===== config.mk =====
export PLATFORM = sky130hd
export DESIGN_NAME = rx_data_link_layer
export DESIGN_NICKNAME = d
export VERILOG_FILES = /design/src/rtl/dll_pkg.sv /design/src/rtl/dll_rx_fifo.sv /design/src/rtl/rx_data_link_layer.sv
export SDC_FILE = /design/constraint.sdc
export NUM_CORES = 1
export LEC_CHECK = 0
export CAP_MARGIN = 5
export CORE_MARGIN = 3
export CORE_UTILIZATION = 30
export DETAILED_ROUTE_END_ITERATION = 8
export GPL_ROUTABILITY_DRIVEN = 0
export MAX_ROUTING_LAYER = met4
export SYNTH_ARGS = -nofsm -noshare
export SYNTH_HDL_FRONTEND = slang
export SYNTH_SLANG_ARGS = --single-unit

===== constraint.sdc =====
create_clock -name clk -period 4.9 [get_ports clk]
set_input_delay 0.735 -clock clk [delete_from_list [all_inputs] [get_ports clk]]
set_output_delay 0.735 -clock clk [all_outputs]
set_load 0.02 [all_outputs]

===== src/rtl/dll_pkg.sv =====
// Shared definitions for the data link layer: frame layout, CRC-8 helper,
// receive FSM states and frame classification codes.
package dll_pkg;

  localparam int SEQ_W    = 8;
  localparam int DATA_W   = 32;
  localparam int FRAME_W  = 48;

  localparam int SEQ_MSB  = 47;
  localparam int SEQ_LSB  = 40;
  localparam int DATA_MSB = 39;
  localparam int DATA_LSB = 8;
  localparam int CRC_MSB  = 7;
  localparam int CRC_LSB  = 0;

  localparam logic [7:0] CRC8_POLY = 8'h07;

  typedef enum logic {
    NORMAL,
    NAK_SCHED
  } rx_state_e;

  typedef enum logic [1:0] {
    IN_ORDER,
    DUPLICATE,
    AHEAD,
    BAD_CRC
  } frame_class_e;

  // CRC-8 over the 40 bits of seq + data, MSB first, init 0, no reflection,
  // no final XOR. The TX side uses the same function to generate the trailer.
  function automatic logic [7:0] crc8_40b(input logic [39:0] bits);
    logic [7:0] crc;
    crc = 8'h00;
    for (int i = 39; i >= 0; i--) begin
      if (crc[7] ^ bits[i]) begin
        crc = {crc[6:0], 1'b0} ^ CRC8_POLY;
      end else begin
        crc = {crc[6:0], 1'b0};
      end
    end
    return crc;
  endfunction

endpackage


===== src/rtl/dll_rx_fifo.sv =====
// Small synchronous payload FIFO between the link layer and the transaction
// layer. Power-of-two depth so the pointers wrap on their own.
//
// Handshake: a word moves on a rising edge when its valid is high and the
// receiving side is ready; valid never waits on ready, and data is held
// stable while valid is high and ready is low. On the write side "ready"
// is simply !full.
module dll_rx_fifo #(
  parameter int WIDTH = 32,
  parameter int DEPTH = 2
) (
  input  logic             clk,
  input  logic             rst,
  input  logic [WIDTH-1:0] in_data,
  input  logic             in_valid,
  output logic [WIDTH-1:0] out_data,
  output logic             out_valid,
  input  logic             out_ready,
  output logic             full,
  output logic             empty
);

  localparam int AW = $clog2(DEPTH);
  localparam logic [AW:0] FULL_CNT = (AW + 1)'(DEPTH);

  logic [WIDTH-1:0] mem [DEPTH];
  logic [AW-1:0]    wr_ptr;
  logic [AW-1:0]    rd_ptr;
  logic [AW:0]      count;
  logic             push;
  logic             pop;

  assign full      = (count == FULL_CNT);
  assign empty     = (count == '0);
  assign out_valid = !empty;
  assign out_data  = mem[rd_ptr];
  assign push      = in_valid && !full;
  assign pop       = out_valid && out_ready;

  // Storage array; contents are don't-care while empty, so no reset.
  always_ff @(posedge clk) begin
    if (push) begin
      mem[wr_ptr] <= in_data;
    end
  end

  // Pointers and occupancy; a simultaneous push and pop keeps the count.
  always_ff @(posedge clk or posedge rst) begin
    if (rst) begin
      wr_ptr <= '0;
      rd_ptr <= '0;
      count  <= '0;
    end else begin
      if (push) wr_ptr <= wr_ptr + AW'(1);
      if (pop)  rd_ptr <= rd_ptr + AW'(1);
      case ({push, pop})
        2'b10:   count <= count + (AW + 1)'(1);
        2'b01:   count <= count - (AW + 1)'(1);
        default: count <= count;
      endcase
    end
  end

endmodule


===== src/rtl/rx_data_link_layer.sv =====
// Receive-side data link layer: checks CRC-8 and sequence number of each
// incoming PHY frame, forwards in-order payloads to the transaction layer
// through a small FIFO, and returns ack/nack pulses with a sequence number
// to the partner's retry buffer.
//
// Handshake: frame_in is taken on a rising edge when frame_in_valid and
// frame_in_ready are both high. frame_in_ready depends only on registers
// (reset-release flag and FIFO occupancy), never on tlp_data_out_ready.
module rx_data_link_layer
  import dll_pkg::*;
#(
  parameter int FIFO_DEPTH = 2,
  parameter int CNT_W      = 16
) (
  input  logic               clk,
  input  logic               reset,
  input  logic [FRAME_W-1:0] frame_in,
  input  logic               frame_in_valid,
  output logic               frame_in_ready,
  output logic [DATA_W-1:0]  tlp_data_out,
  output logic               tlp_data_out_valid,
  input  logic               tlp_data_out_ready,
  output logic               ack,
  output logic               nack,
  output logic [SEQ_W-1:0]   ack_seq,
  output logic [CNT_W-1:0]   crc_err_cnt,
  output logic [CNT_W-1:0]   seq_err_cnt
);

  rx_state_e          state;
  frame_class_e       frame_class;
  logic               alive_q;
  logic [SEQ_W-1:0]   exp_seq;
  logic [SEQ_W-1:0]   rx_seq;
  logic [SEQ_W-1:0]   prev_seq;
  logic [SEQ_W-1:0]   seq_dist;
  logic               crc_ok;
  logic               accept;
  logic               push;
  logic               fifo_full;
  logic               fifo_empty;
  logic [DATA_W-1:0]  fifo_data;

  assign rx_seq   = frame_in[SEQ_MSB:SEQ_LSB];
  assign prev_seq = exp_seq - SEQ_W'(1);
  assign seq_dist = rx_seq - exp_seq;
  assign crc_ok   = (crc8_40b(frame_in[SEQ_MSB:DATA_LSB]) == frame_in[CRC_MSB:CRC_LSB]);

  assign frame_in_ready = alive_q && !fifo_full;
  assign accept         = frame_in_valid && frame_in_ready;
  assign push           = accept && (frame_class == IN_ORDER);

  // Classify the frame on the input: CRC first, then the modular distance
  // to exp_seq splits the ring into in-order, behind (duplicate) and ahead.
  always_comb begin
    frame_class = BAD_CRC;
    if (crc_ok) begin
      if (seq_dist == '0) begin
        frame_class = IN_ORDER;
      end else if (seq_dist[SEQ_W-1]) begin
        frame_class = DUPLICATE;
      end else begin
        frame_class = AHEAD;
      end
    end
  end

  // Receive FSM with registered ack/nack, ack_seq, exp_seq and error counters.
  // NAK_SCHED suppresses repeated nacks until an in-order frame arrives.
  always_ff @(posedge clk or posedge reset) begin
    if (reset) begin
      state       <= NORMAL;
      alive_q     <= 1'b0;
      exp_seq     <= '0;
      ack         <= 1'b0;
      nack        <= 1'b0;
      ack_seq     <= '0;
      crc_err_cnt <= '0;
      seq_err_cnt <= '0;
    end else begin
      alive_q <= 1'b1;
      ack     <= 1'b0;
      nack    <= 1'b0;
      if (accept) begin
        case (frame_class)
          IN_ORDER: begin
            exp_seq <= exp_seq + SEQ_W'(1);
            ack     <= 1'b1;
            ack_seq <= rx_seq;
            state   <= NORMAL;
          end
          DUPLICATE: begin
            ack     <= 1'b1;
            ack_seq <= prev_seq;
          end
          AHEAD: begin
            if (seq_err_cnt != {CNT_W{1'b1}}) begin
              seq_err_cnt <= seq_err_cnt + CNT_W'(1);
            end
            if (state == NORMAL) begin
              nack    <= 1'b1;
              ack_seq <= prev_seq;
              state   <= NAK_SCHED;
            end
          end
          default: begin
            if (crc_err_cnt != {CNT_W{1'b1}}) begin
              crc_err_cnt <= crc_err_cnt + CNT_W'(1);
            end
            if (state == NORMAL) begin
              nack    <= 1'b1;
              ack_seq <= prev_seq;
              state   <= NAK_SCHED;
            end
          end
        endcase
      end
    end
  end

  dll_rx_fifo #(
    .WIDTH (DATA_W),
    .DEPTH (FIFO_DEPTH)
  ) u_fifo (
    .clk       (clk),
    .rst       (reset),
    .in_data   (frame_in[DATA_MSB:DATA_LSB]),
    .in_valid  (push),
    .out_data  (fifo_data),
    .out_valid (tlp_data_out_valid),
    .out_ready (tlp_data_out_ready),
    .full      (fifo_full),
    .empty     (fifo_empty)
  );

  // Payload bus reads zero whenever nothing is buffered.
  assign tlp_data_out = fifo_empty ? '0 : fifo_data;

endmodule


# [Word-level counts from Yosys, hierarchy flattened]
# Memory sizes are Yosys's and may differ from the RTL's.
# Cells that the tools add are included.
# W data, S select, Z words.
[classes] n_mux=55 n_reduce_logical=18 n_eq_ne=9 addsub=9 bitwise_logic=80
[ops] operator="$mux W3" count=40
[ops] operator="$not A3 Y3" count=39
[ops] operator="$xor A1 B1 Y1" count=34
[ops] operator="$add A16 B1 Y16 const B" count=2
[ops] operator="$mux W32" count=1
[ops] operator="$ne A16 B16 Y1 const B" count=2
[ops] operator="$pmux W8 S2" count=1
[ops] operator="$add A8 B1 Y8 const B" count=1
[ops] operator="$eq A8 B8 Y1" count=1
[ops] operator="$logic_not A8 Y1" count=1
[ops] operator="$mux W8" count=1
[ops] operator="$sub A8 B1 Y8 const B" count=1
[ops] operator="$sub A8 B8 Y8" count=1
[ops] operator="$mux W1" count=7
[ops] operator="$eq A2 B2 Y1 const B" count=3
[ops] operator="$mux W2" count=3
[ops] operator="$reduce_and A2 Y1" count=3
[ops] operator="$reduce_and A3 Y1" count=2
[ops] operator="$logic_and A1 B1 Y1" count=5
[ops] operator="$xor A1 B1 Y1 const A" count=5
[ops] operator="$eq A2 B1 Y1 const B" count=2
[ops] operator="$logic_not A2 Y1" count=2
[ops] operator="$pmux W2 S2" count=1
[ops] operator="$ne A3 B1 Y1 const B" count=1
[ops] operator="other kinds (9)" count=12
[totals] ramBits=64 out_inout_bits=76 reg_bits=56 mem_count=1 input_bits=52
[memory_table] memory="u_fifo.mem" depth=2 width=32 rd=1 rd_clocked_by_memory_dff=0 wr=1 line="dll_rx_fifo.sv:26" text="logic [WIDTH-1:0] mem [DEPTH];"

# [Longest topological paths before layout]
[logic_depth] ltp_word=86 ltp_mapped=19

# [By module]
# From an unflattened synthesis, not the netlist that was laid out.
[unflattened] cells_unflattened=541 hier_area_um2=7149.4
[by_module_without_submodules] module="rx_data_link_layer" instances=1 area_each_um2=4613.2 cells_per_inst=421
[by_module_without_submodules] module="dll_rx_fifo" instances=1 area_each_um2=2536.2 cells_per_inst=120

# [Worst setup path after synthesis]
# OpenSTA, ideal clock, no wires.
[synth_timing] path_kind="input-to-reg" startpoint="in frame_in[47]" endpoint="mem u_fifo.mem[0][0] (enable)" stages=14 setup_slack_ns=-0.986 required_time_ns=4.475 arrival_time_ns=5.461 n_path_buf=3 path_cell_list="buf_2 xor3_1 xnor3_1 xnor3_1 xor2_1 xor3_1 xnor2_1 or3_4 a211oi_4 and3_1 buf_4 and2_1 buf_2 nor2b_1"
[synth_via] elab_chain_len=36 word_cells_on_any_way=110 cone_classes="add/sub (1); eq/ne (1); mux (41); bitwise (63); reduce/logical (4)"
[synth_lines] element="start: declaration" line="rx_data_link_layer.sv:17" text="input logic [FRAME_W-1:0] frame_in,"
[synth_lines] element="$mux W3" line="dll_pkg.sv:36" text="if (crc[7] ^ bits[i]) begin"
[synth_lines] element="$not A3 Y3 (no source line) / $xor A1 B1 Y1 (equally long branches)"
[synth_lines] element="$mux W3" line="dll_pkg.sv:36"
[synth_lines] element="$xor A1 B1 Y1 / $not A3 Y3 (equally long branches)"
[synth_lines] element="$mux W3" line="dll_pkg.sv:36"
[synth_lines] element="$not A3 Y3 (no source line) / $xor A1 B1 Y1 (equally long branches)"
[synth_lines] element="$mux W3" line="dll_pkg.sv:36"
[synth_lines] element="$not A3 Y3 (no source line) / $xor A1 B1 Y1 (equally long branches)"
[synth_lines] element="[... 20 more ...]"
[synth_lines] element="$mux W3" line="dll_pkg.sv:36"
[synth_lines] element="$eq A8 B8 Y1" line="rx_data_link_layer.sv:47" text="assign crc_ok = (crc8_40b(frame_in[SEQ_MSB:DATA_LSB]) == frame_in[CRC_MSB:CRC_LSB]);"
[synth_lines] element="$mux W2 *" line="rx_data_link_layer.sv:57" text="if (crc_ok) begin"
[synth_lines] element="$logic_not A2 Y1 *" line="rx_data_link_layer.sv:51" text="assign push = accept && (frame_class == IN_ORDER);"
[synth_lines] element="$logic_and A1 B1 Y1 *" line="rx_data_link_layer.sv:51"
[synth_lines] element="$logic_and A1 B1 Y1 *" line="dll_rx_fifo.sv:37" text="assign push = in_valid && !full;"
[synth_lines] element="$mux W1 *" line="dll_rx_fifo.sv:42" text="if (push) begin"
[synth_lines] element="$mux W1 (implied by the code) *" line="dll_rx_fifo.sv:43" text="mem[wr_ptr] <= in_data;"
[synth_lines] element="end: declaration" line="dll_rx_fifo.sv:26"
# Every way passes the cells marked *; elsewhere a longest branch is shown, timed or not.

# [Worst setup path after layout]
[layout_timing] startpoint="in frame_in[41]" endpoint="mem u_fifo.mem[1][9] (enable)"
[layout_via] elab_chain_len=35 word_cells_on_any_way=93 cone_classes="add/sub (1); eq/ne (1); mux (35); bitwise (52); reduce/logical (4)"
[layout_lines] element="$xor A1 B1 Y1" line="dll_pkg.sv:36"
[layout_lines] element="$mux W3" line="dll_pkg.sv:36"
[layout_lines] element="$not A3 Y3 (no source line)"
[layout_lines] element="$mux W3" line="dll_pkg.sv:36"
[layout_lines] element="$not A3 Y3 (no source line) / $xor A1 B1 Y1 (equally long branches)"
[layout_lines] element="$mux W3" line="dll_pkg.sv:36"
[layout_lines] element="$xor A1 B1 Y1 / $not A3 Y3 (equally long branches)"
[layout_lines] element="$mux W3" line="dll_pkg.sv:36"
[layout_lines] element="[... 19 more ...]"
[layout_lines] element="$mux W3" line="dll_pkg.sv:36"
[layout_lines] element="$eq A8 B8 Y1" line="rx_data_link_layer.sv:47"
[layout_lines] element="$mux W2 *" line="rx_data_link_layer.sv:57"
[layout_lines] element="$logic_not A2 Y1 *" line="rx_data_link_layer.sv:51"
[layout_lines] element="$logic_and A1 B1 Y1 *" line="rx_data_link_layer.sv:51"
[layout_lines] element="$logic_and A1 B1 Y1 *" line="dll_rx_fifo.sv:37"
[layout_lines] element="$mux W1 *" line="dll_rx_fifo.sv:42"
[layout_lines] element="$mux W1 (implied by the code) *" line="dll_rx_fifo.sv:43"
# Marks and branches as above.

==> impl_summary.txt <==
----------------------------------------------------
[Power]
  Clk network pwr share ... 24.5%
  Switching power ... 1680 uW
  Cell Pwr Density ... 528 mW/mm^2
  Switching Fraction ... 33.3%
  Static Leakage ... 0.00413 uW
  Sequential share of power ... 24.4%
  Largest voltage drop on the vdd net ... 411 uV
  Comb power frac ... 51.0%
  Pint ... 3360 uW

[Finish]
  Antenna fix cells ... 0
  Share of post-route cells with drive strength above 1 ... 17.1%
  Non-Filler Instances ... 1019
  Layout overhead on the synthesized area ... 40.4%
  Count of nets after finishing ... 791
  Area of all placed cells without fillers ... 0.00955 sq mm

[GRT]
  Overflow after GRT ... 0
  Total routing resource utilization after global routing ... 14.3%
  Pin count of the biggest net entering global routing ... 57
  Met3 Use GR ... 3.82%
  Vias in the first global route ... 4905
  Initial antenna violation count ... 0
  First-pass GRT wire length ... 26300 microns
  Met1 usage in global routing ... 18.7%
  Met2 Use GR ... 21.6%
  Layer carrying the most global-route usage ... met2

[Setup path]
  Number of cell instances on the worst register-to-register path ... 14
  Required @ worst endpoint ... 5000 ps
  CP Capture Type ... flip-flop
  Critical path arrival ... 4840 ps
  Register-to-register setup slack ... 1270 ps
  Worst Path Class, Setup ... in2reg
  Startpoint class of the critical path ... primary input
  Capturing point of the worst reg2reg path ... u_fifo.mem[1][9]
  Worst reg2reg startpoint ... exp_seq[1]
  Critical path fanouts, max ... 32

[STA]
  Hold violation count in the final report ... 0
  Final clock period utilization by the worst path ... 96.9%
  RSZ-0062 raised after global routing ... false
  Final number of setup-violating endpoints ... 0
  Highest clock rate ... 211 MHz
  Pin slew with the least headroom to its limit ... 976 ps
  Total count of max-transition violations in the final report ... 0
  Crit path time final ... 4750 ps
  Remaining max-slew budget at the tightest pin ... 34.9%
  Final setup skew ... 5.40 ps

[Placed design]
  Port buffer count ... 127
  Post-placement cell count ... 987
  Post-DP HPWL ... 12500 microns
  Placed Area ... 0.00896 sq mm

[Routing]
  Total wire length ... 16700 microns
  Iteration count of the initial detailed-routing pass ... 4
  Number of vias in the routed layout ... 4675
  Post-DR vias/cell ... 4.59
  Initial DRC Count ... 216
  Antenna viol nets, final ... 0
  Number of DRC violations after detailed routing ... 0
  Routed wirelength normalized by instance count ... 16.4 microns

[Clock network]
  H-Tree Depth ... 4
  CTS hold repair buffers ... 0
  Inserted Clock Buffers ... 17
  CTS tree ... built
  Worst-path clk slew ... 50 ps
  CTS Root Cell ... sky130_fd_sc_hd__clkbuf_16
  Worst-skew pair later-pin latency ... 410 ps
  Longest Clk Path Bufs ... 2
  Number of cells upsized or downsized after cts ... 0
  CTS Sinks ... 120
  Count of buffers added by post-CTS timing repair for setup ... 0

[Yosys]
  Unique cell type count in the Yosys netlist ... 49
  Average cell area after synthesis ... 12.9 sq um
  Net count after synthesis ... 593
  Post-synthesis cell area ... 0.00680 sq mm
  Synthesized instance count ... 528
  Post-synthesis sequential element count ... 120
  Syn. warnings ... 0
  Sequential cell area fraction in the yosys report ... 48.9%

[Run]
  # Max-Cap Violations ... 0

[Die]
  Std-Cell Core Area ... 0.0220 sq mm
  Die Outline Area ... 0.0245 sq mm
  Die outline height ... 157 microns
  # IOs ... 128
  Width of the die ... 157 microns
  Effective utilization at floorplan ... 30.9%
  Row Count ... 54

[Worst hold path]
  Number of cells traversed by the worst hold path ... 1
  Classification of the worst-slack hold path ... reg2reg
  Endpoint, Worst Hold ... exp_seq[3]
  Source of the worst hold timing path ... exp_seq[3]

[Run status]
  Status ... complete, no violations

----------------------------------------------------
## synthesized netlist by cell type (all sizes together)
cell | instances | area, sq um
o221ai | 1 | 8.76
and2 | 3 | 18.8
nor3b | 2 | 15.0
buf | 6 | 41.3
or2 | 1 | 6.26
nor2 | 50 | 188
nor4b | 2 | 23.8
mux2i | 34 | 340
xnor2 | 67 | 613
o21ai | 5 | 25.0
nand4 | 9 | 56.3
clkbuf | 9 | 33.8
or3 | 3 | 23.8
nand2b | 2 | 12.5
a21oi | 4 | 23.8
edfxtp | 64 | 1920
ha | 12 | 150
and3 | 6 | 37.5
conb | 1 | 3.75
nor4 | 9 | 56.3
xor2 | 44 | 393
a211oi | 1 | 20.0
a21o | 1 | 7.51
o211ai | 1 | 7.51
dfrtp | 56 | 1400
a21boi | 3 | 22.5
nand2 | 15 | 56.3
o21a | 1 | 7.51
fa | 1 | 20.0
xor3 | 10 | 240
nor3 | 21 | 105
nor2b | 3 | 18.8
inv | 24 | 90.1
xnor3 | 24 | 541
mux2 | 16 | 180
nand3 | 17 | 90.1
## sequential cells by signal, summed over array words and instances, names as in the netlist
register	cells
ack_seq	8
state	1
alive_q	1
u_fifo.wr_ptr	1
u_fifo.mem	64
nack	1
ack	1
seq_err_cnt	16
exp_seq	8
u_fifo.rd_ptr	1
crc_err_cnt	16
u_fifo.count	2
## metal layers
| metal | wire (microns) | vias up |
|---|---|---|
| met5 | 0 | - |
| met4 | 214 | 0 |
| met3 | 1310 | 14 |
| met2 | 7510 | 158 |
| met1 | 7660 | 2270 |
| li1 | - | 2233 |
## worst max-delay path: stages
cell                              delay [ps]
sky130_fd_sc_hd__clkdlybuf4s50_1         570
sky130_fd_sc_hd__xor3_1                  510
sky130_fd_sc_hd__xnor3_1                 310
sky130_fd_sc_hd__buf_4                   130
sky130_fd_sc_hd__xnor3_1                 280
sky130_fd_sc_hd__xor2_2                  190
sky130_fd_sc_hd__xor3_1                  400
sky130_fd_sc_hd__xnor2_1                 160
sky130_fd_sc_hd__or3_4                   380
sky130_fd_sc_hd__a211oi_4                270
sky130_fd_sc_hd__and3_1                  260
sky130_fd_sc_hd__buf_4                   200
sky130_fd_sc_hd__and3_2                  220
sky130_fd_sc_hd__buf_12                  200
## layout by cell type, fill, tap and decap left out, drive strengths merged, types with 16 or more instances in the layout
master           n
xor2            44
mux2i           34
dfrtp           56
clkbuf          19
nor2            50
xnor3           24
xnor2           67
edfxtp          64
inv             25
nand3           17
nor3            21
mux2            16
buf             67
clkdlybuf4s50  127
## worst max path at each step
stage | from | cells past startpoint | end
3_3_place_gp | frame_in[30] | 13 | u_fifo.mem[1][9]
5_1_grt | frame_in[41] | 15 | u_fifo.count[1]
6_report | frame_in[41] | 14 | u_fifo.mem[1][9]
2_1_floorplan | frame_in[47] | 14 | u_fifo.mem[0][0]
3_5_place_dp | frame_in[41] | 13 | u_fifo.mem[1][9]
4_1_cts | frame_in[41] | 13 | u_fifo.mem[1][9]
## cell type report
cell class                 count  area (sq um)
inverter                      24          90.1
multi-input combinational    369          3370
sequential                   120          3320
fill                        2036         12500
tap                          280           350
timing repair buffer         194          1820
clock inverter                13           154
clock buffer                  19           433
## power groups by stage
stage          clock (uW)  combinational (uW)  sequential (uW)
3_5_place_dp            0                2570             1250
5_1_grt              1310                2760             1240
2_1_floorplan           0                1740             1210
4_1_cts              1260                2600             1230
3_3_place_gp            0                2530             1250
6_report             1240                2570             1230
## per-stage QoR
step | setup slack, ps | util [%] | hold slack, ps | total power (uW) | TNS, ps
floorplan | 2.51 | - | 446 | 2950 | 0
global placement | -162 | 40.7 | 471 | 3780 | -10670
detailed placement | -242 | 40.7 | 479 | 3820 | -17970
CTS | 161 | 43.4 | 490 | 5100 | 0
global route | 2.02 | 43.4 | 514 | 5310 | 0
finish | 152 | 43.4 | 480 | 5040 | 0
## logic make-up (layout without fill, tap and decap cells)
family / Yosys count / count (layout) / synth area share (%)
AOI/OAI and AO/OA: 17 / 17 / 1.80
adders and majority gates: 13 / 13 / 2.50
buffers and inverters: 39 / 250 / 2.43
xor gates and xnor gates: 145 / 145 / 26.3
muxes: 50 / 50 / 7.65
other: 1 / 1 / 0.0551
and+or+nand+nor: 143 / 143 / 10.4
DFF: 120 / 120 / 48.9
No activity file was read; power rests on OpenSTA's default activity.
